### src/rtl/sram_1w1r_mbist_if.sv
// Bundle of functional W0/R0 ports, macro pins and BIST control/status for the 1w1r MBIST mux.
// Slave side is the controller; master side drives functional inputs, the macro read data and bist_start.
interface sram_1w1r_mbist_if #(
  parameter int ADDR_W = 7,
  parameter int DATA_W = 44,
  parameter int MASK_W = 4
);
  logic [ADDR_W-1:0] W0_addr;
  logic [DATA_W-1:0] W0_data;
  logic              W0_en;
  logic [MASK_W-1:0] W0_mask;
  logic [ADDR_W-1:0] R0_addr;
  logic              R0_en;
  logic [DATA_W-1:0] R0_data;

  logic              mem_csb0;
  logic [ADDR_W-1:0] mem_addr0;
  logic [DATA_W-1:0] mem_din0;
  logic [MASK_W-1:0] mem_wmask0;
  logic              mem_csb1;
  logic [ADDR_W-1:0] mem_addr1;
  logic [DATA_W-1:0] mem_dout1;

  logic              bist_start;
  logic              bist_busy;
  logic              bist_done;
  logic              bist_fail;
  logic [ADDR_W-1:0] bist_fail_addr;

  modport slave (
    input  W0_addr, W0_data, W0_en, W0_mask, R0_addr, R0_en, mem_dout1, bist_start,
    output R0_data, mem_csb0, mem_addr0, mem_din0, mem_wmask0, mem_csb1, mem_addr1,
           bist_busy, bist_done, bist_fail, bist_fail_addr
  );

  modport master (
    output W0_addr, W0_data, W0_en, W0_mask, R0_addr, R0_en, mem_dout1, bist_start,
    input  R0_data, mem_csb0, mem_addr0, mem_din0, mem_wmask0, mem_csb1, mem_addr1,
           bist_busy, bist_done, bist_fail, bist_fail_addr
  );
endinterface

### src/rtl/sram_1w1r_mbist.sv
// March C- self-test controller and port mux in front of a 1w1r SRAM macro; functional ports pass through combinationally.
// A test occupies the macro for 10*DEPTH+1 cycles; functional accesses issued meanwhile are dropped, not stalled.
module sram_1w1r_mbist #(
  parameter int ADDR_W = 7,
  parameter int DATA_W = 44,
  parameter int MASK_W = 4,
  parameter int DEPTH  = 128
) (
  input  logic clock,
  input  logic reset_n,
  sram_1w1r_mbist_if.slave bus
);

  localparam logic [1:0] IDLE  = 2'd0;
  localparam logic [1:0] MARCH = 2'd1;
  localparam logic [1:0] DRAIN = 2'd2;
  localparam logic [1:0] DONE  = 2'd3;

  localparam logic [ADDR_W-1:0] LAST = ADDR_W'(DEPTH - 1);

  logic [1:0]        state;
  logic [2:0]        elem;
  logic [ADDR_W-1:0] addr;
  logic              phase;
  logic              cmp_vld;
  logic              cmp_exp;
  logic [ADDR_W-1:0] cmp_addr;
  logic              fail;
  logic [ADDR_W-1:0] fail_addr;

  logic two_op, is_down, next_down, rd_op, wr_op, rd_pat, wr_pat, last_op, at_end, bist_mode;

  // E1..E4 alternate read/write per address; E0 only writes and E5 only reads.
  always_comb begin
    two_op    = (elem >= 3'd1) && (elem <= 3'd4);
    is_down   = (elem == 3'd3) || (elem == 3'd4);
    next_down = (elem == 3'd2) || (elem == 3'd3);
    rd_pat    = (elem == 3'd2) || (elem == 3'd4);
    wr_pat    = (elem == 3'd1) || (elem == 3'd3);
    rd_op     = (state == MARCH) && ((elem == 3'd5) || (two_op && !phase));
    wr_op     = (state == MARCH) && ((elem == 3'd0) || (two_op && phase));
    last_op   = !two_op || phase;
    at_end    = is_down ? (addr == '0) : (addr == LAST);
    bist_mode = (state == MARCH) || (state == DRAIN);
  end

  always_ff @(posedge clock or negedge reset_n) begin
    if (!reset_n) begin
      state     <= IDLE;
      elem      <= '0;
      addr      <= '0;
      phase     <= 1'b0;
      cmp_vld   <= 1'b0;
      cmp_exp   <= 1'b0;
      cmp_addr  <= '0;
      fail      <= 1'b0;
      fail_addr <= '0;
    end else begin
      cmp_vld  <= rd_op;
      cmp_exp  <= rd_pat;
      cmp_addr <= addr;
      if (cmp_vld && (bus.mem_dout1 != {DATA_W{cmp_exp}})) begin
        fail <= 1'b1;
        if (!fail) fail_addr <= cmp_addr;
      end
      case (state)
        IDLE, DONE: begin
          if (bus.bist_start) begin
            state     <= MARCH;
            elem      <= '0;
            addr      <= '0;
            phase     <= 1'b0;
            fail      <= 1'b0;
            fail_addr <= '0;
          end
        end
        MARCH: begin
          if (two_op) phase <= ~phase;
          if (last_op) begin
            if (at_end) begin
              if (elem == 3'd5) begin
                state <= DRAIN;
              end else begin
                elem <= elem + 3'd1;
                addr <= next_down ? LAST : '0;
              end
            end else begin
              addr <= is_down ? addr - ADDR_W'(1) : addr + ADDR_W'(1);
            end
          end
        end
        DRAIN:   state <= DONE;
        default: state <= IDLE;
      endcase
    end
  end

  always_comb begin
    bus.mem_csb0   = bist_mode ? ~wr_op : ~bus.W0_en;
    bus.mem_addr0  = bist_mode ? addr : bus.W0_addr;
    bus.mem_din0   = bist_mode ? {DATA_W{wr_pat}} : bus.W0_data;
    bus.mem_wmask0 = bist_mode ? {MASK_W{1'b1}} : bus.W0_mask;
    bus.mem_csb1   = bist_mode ? ~rd_op : ~bus.R0_en;
    bus.mem_addr1  = bist_mode ? addr : bus.R0_addr;
    bus.R0_data        = bus.mem_dout1;
    bus.bist_busy      = bist_mode;
    bus.bist_done      = (state == DONE);
    bus.bist_fail      = fail;
    bus.bist_fail_addr = fail_addr;
  end

endmodule

### src/flat_wrapper.sv
// flat-port wrapper written by rule: the top's interface ports become plain ports
module sram_1w1r_mbist_flat 
#(
  parameter int ADDR_W = 7,
  parameter int DATA_W = 44,
  parameter int MASK_W = 4,
  parameter int DEPTH  = 128
)
  (clock, reset_n, bus_W0_addr, bus_W0_data, bus_W0_en, bus_W0_mask, bus_R0_addr, bus_R0_en, bus_mem_dout1, bus_bist_start, bus_R0_data, bus_mem_csb0, bus_mem_addr0, bus_mem_din0, bus_mem_wmask0, bus_mem_csb1, bus_mem_addr1, bus_bist_busy, bus_bist_done, bus_bist_fail, bus_bist_fail_addr);
  sram_1w1r_mbist_if #(.ADDR_W(ADDR_W), .DATA_W(DATA_W), .MASK_W(MASK_W)) bus_i ();
  input  logic clock;
  input  logic reset_n;
  input wire logic [$bits(bus_i.W0_addr)-1:0] bus_W0_addr;
  input wire logic [$bits(bus_i.W0_data)-1:0] bus_W0_data;
  input wire logic [$bits(bus_i.W0_en)-1:0] bus_W0_en;
  input wire logic [$bits(bus_i.W0_mask)-1:0] bus_W0_mask;
  input wire logic [$bits(bus_i.R0_addr)-1:0] bus_R0_addr;
  input wire logic [$bits(bus_i.R0_en)-1:0] bus_R0_en;
  input wire logic [$bits(bus_i.mem_dout1)-1:0] bus_mem_dout1;
  input wire logic [$bits(bus_i.bist_start)-1:0] bus_bist_start;
  output wire logic [$bits(bus_i.R0_data)-1:0] bus_R0_data;
  output wire logic [$bits(bus_i.mem_csb0)-1:0] bus_mem_csb0;
  output wire logic [$bits(bus_i.mem_addr0)-1:0] bus_mem_addr0;
  output wire logic [$bits(bus_i.mem_din0)-1:0] bus_mem_din0;
  output wire logic [$bits(bus_i.mem_wmask0)-1:0] bus_mem_wmask0;
  output wire logic [$bits(bus_i.mem_csb1)-1:0] bus_mem_csb1;
  output wire logic [$bits(bus_i.mem_addr1)-1:0] bus_mem_addr1;
  output wire logic [$bits(bus_i.bist_busy)-1:0] bus_bist_busy;
  output wire logic [$bits(bus_i.bist_done)-1:0] bus_bist_done;
  output wire logic [$bits(bus_i.bist_fail)-1:0] bus_bist_fail;
  output wire logic [$bits(bus_i.bist_fail_addr)-1:0] bus_bist_fail_addr;
  assign bus_i.W0_addr = bus_W0_addr;
  assign bus_i.W0_data = bus_W0_data;
  assign bus_i.W0_en = bus_W0_en;
  assign bus_i.W0_mask = bus_W0_mask;
  assign bus_i.R0_addr = bus_R0_addr;
  assign bus_i.R0_en = bus_R0_en;
  assign bus_i.mem_dout1 = bus_mem_dout1;
  assign bus_i.bist_start = bus_bist_start;
  assign bus_R0_data = bus_i.R0_data;
  assign bus_mem_csb0 = bus_i.mem_csb0;
  assign bus_mem_addr0 = bus_i.mem_addr0;
  assign bus_mem_din0 = bus_i.mem_din0;
  assign bus_mem_wmask0 = bus_i.mem_wmask0;
  assign bus_mem_csb1 = bus_i.mem_csb1;
  assign bus_mem_addr1 = bus_i.mem_addr1;
  assign bus_bist_busy = bus_i.bist_busy;
  assign bus_bist_done = bus_i.bist_done;
  assign bus_bist_fail = bus_i.bist_fail;
  assign bus_bist_fail_addr = bus_i.bist_fail_addr;
  sram_1w1r_mbist #(.ADDR_W(ADDR_W), .DATA_W(DATA_W), .MASK_W(MASK_W), .DEPTH(DEPTH)) u_core (.clock(clock), .reset_n(reset_n), .bus(bus_i));
endmodule
### config.mk
export PLATFORM = sky130hd
export DESIGN_NAME = sram_1w1r_mbist_flat
export DESIGN_NICKNAME = d
export VERILOG_FILES = /design/src/rtl/sram_1w1r_mbist_if.sv /design/src/rtl/sram_1w1r_mbist.sv /design/src/flat_wrapper.sv
export SDC_FILE = /design/constraint.sdc
export NUM_CORES = 1
export LEC_CHECK = 0
export ABC_CLOCK_PERIOD_IN_PS = 6700
export BUFFER_PORTS_ARGS = -buffer_cell sky130_fd_sc_hd__buf_4
export CAP_MARGIN = 0
export CORE_AREA = 3 3 89 91
export DETAILED_ROUTE_END_ITERATION = 8
export DIE_AREA = 0 0 92 94
export PLACE_DENSITY = 0.8
export RECOVER_POWER = 25
export SETUP_SLACK_MARGIN = 0.1
export SYNTH_ARGS = -nofsm -noshare
export SYNTH_HDL_FRONTEND = slang
export SYNTH_SLANG_ARGS = --single-unit
### constraint.sdc
create_clock -name clock -period 6.7 [get_ports clock]
set_input_delay 0.335 -clock clock [delete_from_list [all_inputs] [get_ports clock]]
set_output_delay 0.335 -clock clock [all_outputs]
set_load 0.005 [all_outputs]
==> run_results.csv, run 1 <==
group,metric,value,unit
grt,grt_pass1_vias,3371,
synthesis,yosysUniqueCellTypes,47,
timing,max_freq,294,MHz
synthesis,yosys.area_share.simple,33.5,%
synthesis,synth-edff-count,0,
synthesis,synth-xor-area-share,0.610,%
die,die-area,8650,um^2
synthesis,synth_compound_area_share,12.6,%
timing,setup_viol,0,
grt,grt-ovfl-total,0,
setup_path,path_cells,"inv_1 > ha_2 > inv_1 > o21ai_2 > buf_4 > nand2_1 > buf_4",
synthesis,avgSynthCellArea,7.33,um^2
min_path,holdCritPathClass,"in2reg",
power,power_density,410,nW/um^2
drt,routed_wl,10.5,mm
synthesis,ys.flop_type,"dfrtp_1",
drt,via_per_inst,4.93,
setup_path,cp_max_fo,68,
flow_run,cap_viol_max_count,1,
cells_and_area,drive_gt1_share,43.6,%
cells_and_area,final_common_cell,"buf_4",
clock_network,clock-sinks,30,
setup_path,max_stage_delay,1.02,ns
synthesis,yosysWarnings,0,
timing,fin_skew,0.00424,ns
timing,max_slew_margin,-2.46,%
grt,grt_max_degree,69,
synthesis,synth_area,2870,um^2
setup_path,rr_endpoint,"u_core.addr[6]",
timing,hold_viol_final,0,
setup_path,critPathLaunchType,"flop",
drt,ant_nets,0,
timing,tightest_slew,1.54,ns
cells_and_area,utilization,61.6,%
min_path,hold_path_end,"u_core.state[1]",
timing,post-route-period-util,50.8,%
drt,vias,3294,
outcome,status,"finished with violations",
outcome,violations,"max-capacitance violations, max-slew violations",
setup_path,cp-end-kind,"primary output",
place,pre_cts_ws,3.63,ns
timing,setup_ws,3.30,ns
clock_network,path_clk_slew,0.06,ns
synthesis,synth_top_family_by_area,"simple AND/OR/NAND/NOR gates",
cells_and_area,final_cell_mix,"buf_4, nand2_1, dfrtp_1",
drt,wl_per_cell,15.7,um
grt,grt_pass1_wl,16.1,mm
synthesis,synth_fa_ha_area_share,7.23,%
min_path,holdPathStages,3,
synthesis,synth_mux_area_share,4.27,%
clock_network,clock_tree.buffer_depth,2,
setup_path,ff2ff_path_depth,8,
drt,first_iter_violations,116,
timing,slew_violations,31,
cells_and_area,finalNetCount,695,
grt,grtUsageTotal,23.2,%
setup_path,critical_path_arrival,3.07,ns
setup_path,timing.rr.start,"u_core.state[0]",
die,io_pins,229,
timing,tns,0,ns
min_path,hold_start,"bus_bist_start",
die,start_util,39.8,%
power,vdd_drop_max,0.000277,V
cells_and_area,fill_cells,661,
clock_network,numCtsBuffers,5,
synthesis,ys_ff_latch,30,
setup_path,r2r_setup_slack,3.83,ns
timing,hold_slack,0.443,ns
cells_and_area,syn_to_final_growth,54.7,%
clock_network,root_buffer,"clkbuf_8",
cells_and_area,antenna_cells,0,
drt,drt_first_pass_iters,4,
clock_network,clk-insertion-delay-late,0.27,ns
die,rows,31,
timing,min_period,3.40,ns
synthesis,netlist_instances,392,
synthesis,synthArstFlopShare,100,%
power,p_leak,2.63,nW
power,fin_total_pwr,0.00182,W
die,die_y,94,um
setup_path,path_class,"reg2out",
clock_network,cts_tree,"built",
place,io_buffer_count,228,
synthesis,synth_nets,519,
grt,antenna_found_initial,0,
place,hpwl,8.87,mm
die,core_area,7210,um^2
setup_path,crit_required,6.36,ns
die,fp.dieW,92,um
timing,rsz0062_at_grt,"false",
clock_network,ctsHtreeMaxLevel,2,
place,gp_routability_congestion,0.876,
drt,drc,0,
setup_path,cp_slowest_cell,"ha_2",
synthesis,seq_area_frac_synth,26.1,%
[power breakdown]
part | total (W) | switching [W] | internal [W]
combinational | 0.00136 | 0.000686 | 0.000672
clock | 0.000168 | 0.0000640 | 0.000104
sequential | 0.000297 | 0.0000627 | 0.000235
[cells by family (layout without fill, tap and decap cells)]
group	after synthesis	in the layout
buf+inv	75	252
compound gates	48	48
fa+ha+maj	16	16
flops	30	30
simple gates	209	209
mux	12	12
xor+xnor	2	2
[repair_timing]
item | CTS | global route
endpoints found under the hold margin | 30 | 0
buffers inserted | 0 | 0
gates resized for setup | 0 | 0
hold buffers | 1 | 0
endpoints found under the setup margin | 0 | 0
[layout make-up]
class	instances	area (um^2)	share of cell area, %
repair buffers	230	1730	38.8
inverters	14	52.6	1.18
multi-input cells	287	1680	37.8
flip-flops and latches	30	751	16.9
clock buffers	8	110	2.48
well taps	99	124	2.79
[worst max-delay path: cells and delay by family (launching register included)]
family,cells,cell delay (ns)
flops,1,0.40
fa+ha+maj,1,1.02
buf+inv,4,1.08
compound gates,1,0.15
simple gates,1,0.13
[Yosys cell counts, types with 2 or more instances]
| cell type | n | area, um^2 |
|---|---|---|
| a22o_1 | 5 | 43.8 |
| nor4_4 | 2 | 42.5 |
| o21a_1 | 2 | 15.0 |
| nor2_1 | 9 | 33.8 |
| nand2_1 | 139 | 522 |
| inv_1 | 13 | 48.8 |
| o21ai_0 | 3 | 15.0 |
| buf_4 | 44 | 330 |
| nand3_1 | 11 | 55.1 |
| nor4_1 | 4 | 25.0 |
| or4_1 | 4 | 30.0 |
| o31ai_1 | 3 | 22.5 |
| ha_1 | 15 | 188 |
| or4_4 | 2 | 22.5 |
| clkbuf_1 | 14 | 52.6 |
| nand4_1 | 7 | 43.8 |
| mux2_2 | 2 | 22.5 |
| o22ai_1 | 2 | 12.5 |
| o21ai_1 | 8 | 40.0 |
| a21o_1 | 5 | 37.5 |
| and2_1 | 3 | 18.8 |
| buf_1 | 2 | 7.51 |
| nor3_1 | 8 | 40.0 |
| dfrtp_1 | 30 | 751 |
| o22ai_2 | 2 | 25.0 |
| xnor2_1 | 2 | 17.5 |
| mux2i_1 | 10 | 100 |
| or3_1 | 6 | 37.5 |
| nor2b_1 | 5 | 31.3 |
| o211a_1 | 2 | 20.0 |
| nand2b_1 | 6 | 37.5 |
| a21oi_1 | 7 | 35.0 |
[through the flow]
| step | cells | cell area, um^2 |
|---|---|---|
| after floorplan | 392 | 2870 |
| after global placement | 659 | 4330 |
| after detailed placement | 659 | 4330 |
| after CTS | 668 | 4450 |
| after global routing | 668 | 4440 |
| final | 668 | 4440 |
[how the worst max path moves through the flow]
stage,startpoint,to,slack (ns),cells past startpoint
floorplan,u_core.elem[0],u_core.addr[6],4.21,10
global placement,u_core.state[0],bus_mem_din0[38],3.69,7
detailed placement,u_core.state[0],bus_mem_din0[38],3.63,7
CTS,u_core.state[0],bus_mem_din0[38],3.31,7
global route,u_core.state[0],bus_mem_din0[34],3.02,7
finish,u_core.state[0],bus_mem_din0[32],3.30,7
[routing by layer]
metal / wire length, um / global-route usage (%) / part of all wire [%]
met5: 0 / 0 / 0
met4: 295 / 9.03 / 2.8
met3: 1170 / 6.81 / 11
met2: 5460 / 43.3 / 52
met1: 3560 / 24.4 / 34
[registers in the layout, indices dropped and copies added (netlist names)]
name                       flops
u_core.elem                    3
u_core.bus.bist_fail           1
u_core.phase                   1
u_core.cmp_addr                7
u_core.addr                    7
u_core.cmp_exp                 1
u_core.cmp_vld                 1
u_core.bus.bist_fail_addr      7
u_core.state                   2
Note: power is estimated with default switching activity, not from simulation.
==> run 2: changes to the inputs <==
ABC_CLOCK_PERIOD_IN_PS = 2800   (was 6700)
CORE_AREA = not set   (was 3 3 89 91)
CORE_MARGIN = 3   (was not set)
CORE_UTILIZATION = 36   (was not set)
DIE_AREA = not set   (was 0 0 92 94)
PLACE_DENSITY = 0.78   (was 0.8)
clock period = 2.8 ns   (was 6.7 ns; I/O delays follow)
==> run_results.csv, run 2 (synthesis results as in run 1) <==
group,metric,value,unit
drt,drc,0,
place,hpwl,9.03,mm
setup_path,critPathLaunchType,"flop",
timing,min_period,2.54,ns
drt,first_iter_violations,84,
drt,wl_per_cell,15.6,um
setup_path,r2r_setup_slack,0.26,ns
grt,grt_use_met2,41.8,%
timing,post-route-period-util,90.7,%
cells_and_area,final_cell_mix,"buf_4, nand2_1, clkbuf_4",
grt,gr-max-usage-layer,"met2",
die,rows,31,
grt,grt_pass1_vias,3130,
grt,grt_pass1_wl,15.4,mm
clock_network,clock_tree.buffer_depth,2,
die,die-area,9090,um^2
clock_network,ctsHtreeMaxLevel,2,
grt,antenna_found_initial,0,
timing,hold_viol_final,0,
timing,max_slew_margin,55.9,%
power,power_density,989,nW/um^2
power,fin_total_pwr,0.00443,W
setup_path,cp-end-kind,"flop",
timing,tns,0,ns
cells_and_area,final_cells,676,
setup_path,cp_max_fo,7,
cells_and_area,final_common_cell,"buf_4",
timing,fin_skew,0.00459,ns
min_path,hold_path_end,"u_core.state[1]",
setup_path,ff2ff_path_depth,10,
die,fp.dieW,95.3,um
timing,setup_ws,0.260,ns
grt,grtUsageTotal,21.6,%
place,gp_routability_congestion,0.883,
grt,grt_max_degree,45,
setup_path,crit_required,2.94,ns
cells_and_area,drive_gt1_share,43.2,%
cells_and_area,antenna_cells,0,
clock_network,cts_tree,"built",
clock_network,clock-sinks,30,
timing,max_freq,394,MHz
setup_path,rr_endpoint,"u_core.addr[6]",
die,io_pins,229,
place,io_buffer_count,228,
grt,grt-ovfl-total,0,
place,dpl.cell_count,664,
min_path,hold_start,"bus_bist_start",
setup_path,critical_path_arrival,2.68,ns
cells_and_area,finalNetCount,703,
setup_path,path_class,"reg2reg",
grt,use_met3,7.10,%
clock_network,root_buffer,"clkbuf_8",
outcome,status,"completed",
timing,slew_violations,0,
grt,gr-usage-met1,22.2,%
timing,rsz0062_at_grt,"false",
drt,routed_wl,10.6,mm
drt,drt_first_pass_iters,5,
drt,via_per_inst,4.88,
die,start_util,38.4,%
die,core_area,7490,um^2
clock_network,path_clk_slew,0.06,ns
timing,setup_viol,0,
drt,vias,3298,
flow_run,cap_viol_max_count,0,
place,placed_cell_area,4360,um^2
power,p_leak,2.62,nW
clock_network,clk-insertion-delay-late,0.27,ns
drt,ant_nets,0,
setup_path,timing.rr.start,"u_core.elem[0]",
die,die_y,95.3,um
place,pre_cts_ws,0.141,ns
clock_network,numCtsBuffers,5,
min_path,holdCritPathClass,"in2reg",
power,vdd_drop_max,0.000559,V
cells_and_area,syn_to_final_growth,55.7,%
timing,tightest_slew,0.659,ns
min_path,holdPathStages,3,
cells_and_area,final_area,4470,um^2
run 2: cell types whose count changed in the layout (fill, tap and decap cells not counted):
cell and delta:
clkinvlp_4 +1, clkinv_2 +1, ha_4 +1, mux2_4 +1, buf_4 -28, a211oi_2 +1
clkbuf_1 +10, ha_1 -2, mux2_2 -1, clkbuf_8 -2, clkbuf_4 +26, ha_2 +1
a211oi_1 -1
run 2: per-layer routing:
metal,wire length (um),share of wire [%]
met1,3700,35
met2,5600,53
met3,1090,10
met4,162,1.5
met5,0,0
run 2: critical path, cell delays in order (launching register included):
cell      delay, ns
dfrtp_1        0.37
buf_4          0.14
ha_1           0.22
mux2_4         0.33
ha_1           0.34
nor2b_1        0.15
o21a_1         0.20
o2111a_1       0.24
a211oi_2       0.19
o21ba_1        0.15
o22ai_1        0.07
run 2: per-stage QoR:
step,hold slack [ns],utilization (%)
3_5_place_dp,0.0879,58.3
3_3_place_gp,0.0875,58.3
6_report,0.242,59.8
5_1_grt,0.243,59.8
2_1_floorplan,-0.156,-
4_1_cts,0.236,59.8
run 2: where the power goes:
part           total, W  switching [W]  internal [W]
registers      0.000714       0.000153      0.000561
logic           0.00336        0.00169       0.00166
clock network  0.000355       0.000158      0.000197
total           0.00443        0.00200       0.00242
run 2: cell type report:
cell class                      instances  area [um^2]
Multi-Input combinational cell        287         1700
Fill cell                             672         3010
Timing Repair Buffer                  238         1750
Sequential cell                        30          751
Clock buffer                            6         82.6
Clock inverter                          2         12.5
Inverter                               14         52.6
Tap cell                               99          124
run 2: repair_timing:
item                       CTS  global route
pin swaps                    0             1
buffers inserted             0             3
gates resized for setup      1             3
hold buffers                 1             0
hold endpoints to repair    30             0
setup endpoints to repair    1             2
run 2: worst max path at each step:
| stage | to | depth (start not counted) | startpoint |
|---|---|---|---|
| CTS | u_core.addr[6] | 10 | u_core.elem[0] |
| finish | u_core.addr[6] | 10 | u_core.elem[0] |
| floorplan | u_core.addr[6] | 10 | u_core.elem[0] |
| global route | u_core.addr[6] | 11 | u_core.elem[1] |
| global placement | u_core.addr[6] | 10 | u_core.elem[0] |
| detailed placement | u_core.addr[6] | 10 | u_core.elem[0] |
==> run 3: changes to the inputs <==
==> constraint.sdc (replaced) <==
create_clock -name clock -period 2.8 [get_ports clock]
set_input_delay 0.7 -clock clock [delete_from_list [all_inputs] [get_ports clock]]
set_output_delay 0.7 -clock clock [all_outputs]
set_load 0.005 [all_outputs]
==> run_results.csv, run 3 (synthesis results as in run 1) <==
group,metric,value,unit
cells_and_area,finalNetCount,705,
setup_path,cp_slowest_cell,"dfrtp_1",
outcome,status,"finished with violations",
place,placed_cell_area,4410,um^2
setup_path,path_cells,"buf_4 > ha_1 > mux2_4 > buf_4 > ha_1 > and2_1 > o21ai_0 > o31ai_1 > a211oi_2 > o21ba_1 > o22ai_1",
grt,grt_pass1_vias,3326,
timing,hold_viol_final,0,
power,power_density,1010,nW/um^2
clock_network,clock-sinks,30,
setup_path,cp_max_fo,7,
grt,grt_pass1_wl,15.7,mm
setup_path,ff2ff_path_depth,11,
clock_network,clock_tree.buffer_depth,2,
setup_path,rr_endpoint,"u_core.addr[6]",
flow_run,cap_viol_max_count,1,
die,die-area,9090,um^2
drt,wl_per_cell,16.3,um
timing,rsz0062_at_grt,"true",
drt,first_iter_violations,93,
die,io_pins,229,
setup_path,timing.rr.start,"u_core.elem[1]",
timing,setup_viol,0,
cells_and_area,final_area,4600,um^2
power,p_leak,2.70,nW
min_path,holdCritPathClass,"reg2reg",
drt,routed_wl,11.0,mm
clock_network,numCtsBuffers,5,
outcome,violations,"max-capacitance violations, max-slew violations",
clock_network,cts_tree,"built",
timing,tightest_slew,1.53,ns
timing,tns,0,ns
place,hpwl,9.32,mm
clock_network,path_clk_slew,0.07,ns
place,gp_routability_congestion,0.894,
cells_and_area,final_cell_mix,"buf_4, nand2_1, dfrtp_1",
setup_path,max_stage_delay,0.40,ns
clock_network,clk-insertion-delay-late,0.28,ns
timing,hold_slack,0.489,ns
drt,ant_nets,0,
cells_and_area,final_common_cell,"buf_4",
drt,drt_first_pass_iters,4,
cells_and_area,antenna_cells,0,
clock_network,cts_hold_buf,0,
drt,drc,0,
drt,via_per_inst,4.97,
timing,max_freq,372,MHz
die,die_y,95.3,um
clock_network,root_buffer,"clkbuf_8",
cells_and_area,drive_gt1_share,46.6,%
min_path,hold_start,"u_core.cmp_addr[0]",
power,vdd_drop_max,0.000667,V
grt,antenna_found_initial,0,
cells_and_area,syn_to_final_growth,60.1,%
timing,post-route-period-util,96.1,%
timing,min_period,2.69,ns
timing,slew_violations,31,
die,start_util,38.4,%
grt,grt_max_degree,68,
min_path,hold_path_end,"u_core.bus.bist_fail_addr[0]",
min_path,holdPathStages,2,
setup_path,r2r_setup_slack,0.11,ns
drt,vias,3370,
grt,grtUsageTotal,22.3,%
setup_path,cp-end-kind,"flop",
die,fp.dieW,95.3,um
grt,grt-ovfl-total,0,
setup_path,path_class,"reg2reg",
setup_path,crit_required,2.95,ns
setup_path,critPathLaunchType,"flop",
place,io_buffer_count,228,
timing,max_slew_margin,-2.07,%
clock_network,ctsHtreeMaxLevel,2,
die,rows,31,
setup_path,critical_path_arrival,2.84,ns
die,core_area,7490,um^2
timing,fin_skew,0.0104,ns
[run 3: routing by layer]
metal	track usage (%)	wire, um	up-vias
li1	-	-	1641
met1	20.3	3410	1522
met2	44.0	5870	187
met3	8.21	1380	20
met4	8.17	360	0
met5	0	0	-
[run 3: metrics by stage]
stage               instances  power (W)  utilization [%]  setup slack (ns)
floorplan                 392    0.00233                -             0.308
global placement          667    0.00408             58.9             0.171
detailed placement        667    0.00416             58.9            0.0269
CTS                       677    0.00463             61.0            0.0939
global route              678    0.00504             61.4            0.0658
finish                    678    0.00465             61.4             0.111
[run 3: power breakdown]
group          internal [W]  leakage [nW]  switching (W)
combinational       0.00177          2.23        0.00174
clock              0.000261        0.0579       0.000161
sequential         0.000562         0.404       0.000153
total               0.00259          2.70        0.00206
[run 3: layout make-up]
cell class	instances	area, um^2
Multi-Input combinational cell	287	1730
Clock buffer	5	68.8
Tap cell	99	124
Timing Repair Buffer	240	1830
Fill cell	678	2890
Inverter	14	52.6
Sequential cell	30	752
Clock inverter	3	40.0
[run 3: critical path, delay by kind of cell, from the launching register on]
family	cells	cell delay (ns)
DFF	1	0.40
buffers and inverters	2	0.33
AOI/OAI and AO/OA	5	0.75
adders and majority gates	2	0.56
and+or+nand+nor	1	0.18
muxes	1	0.32
[run 3: what timing repair did]
item                       CTS  global route
setup endpoints to repair    3            48
setup buffers                2             1
resized for setup            8            10
pin swaps                    2             1
cloned                       0             0
[run 3: worst max path at each step]
| stage | from | end | cells past startpoint |
|---|---|---|---|
| 6_report | u_core.elem[1] | u_core.addr[6] | 11 |
| 5_1_grt | u_core.elem[1] | u_core.addr[6] | 10 |
| 4_1_cts | u_core.elem[0] | bus_mem_csb0 | 7 |
| 3_5_place_dp | u_core.elem[1] | u_core.addr[6] | 11 |
| 3_3_place_gp | bus_mem_dout1[18] | u_core.bus.bist_fail_addr[1] | 9 |
| 2_1_floorplan | u_core.elem[0] | u_core.addr[6] | 10 |
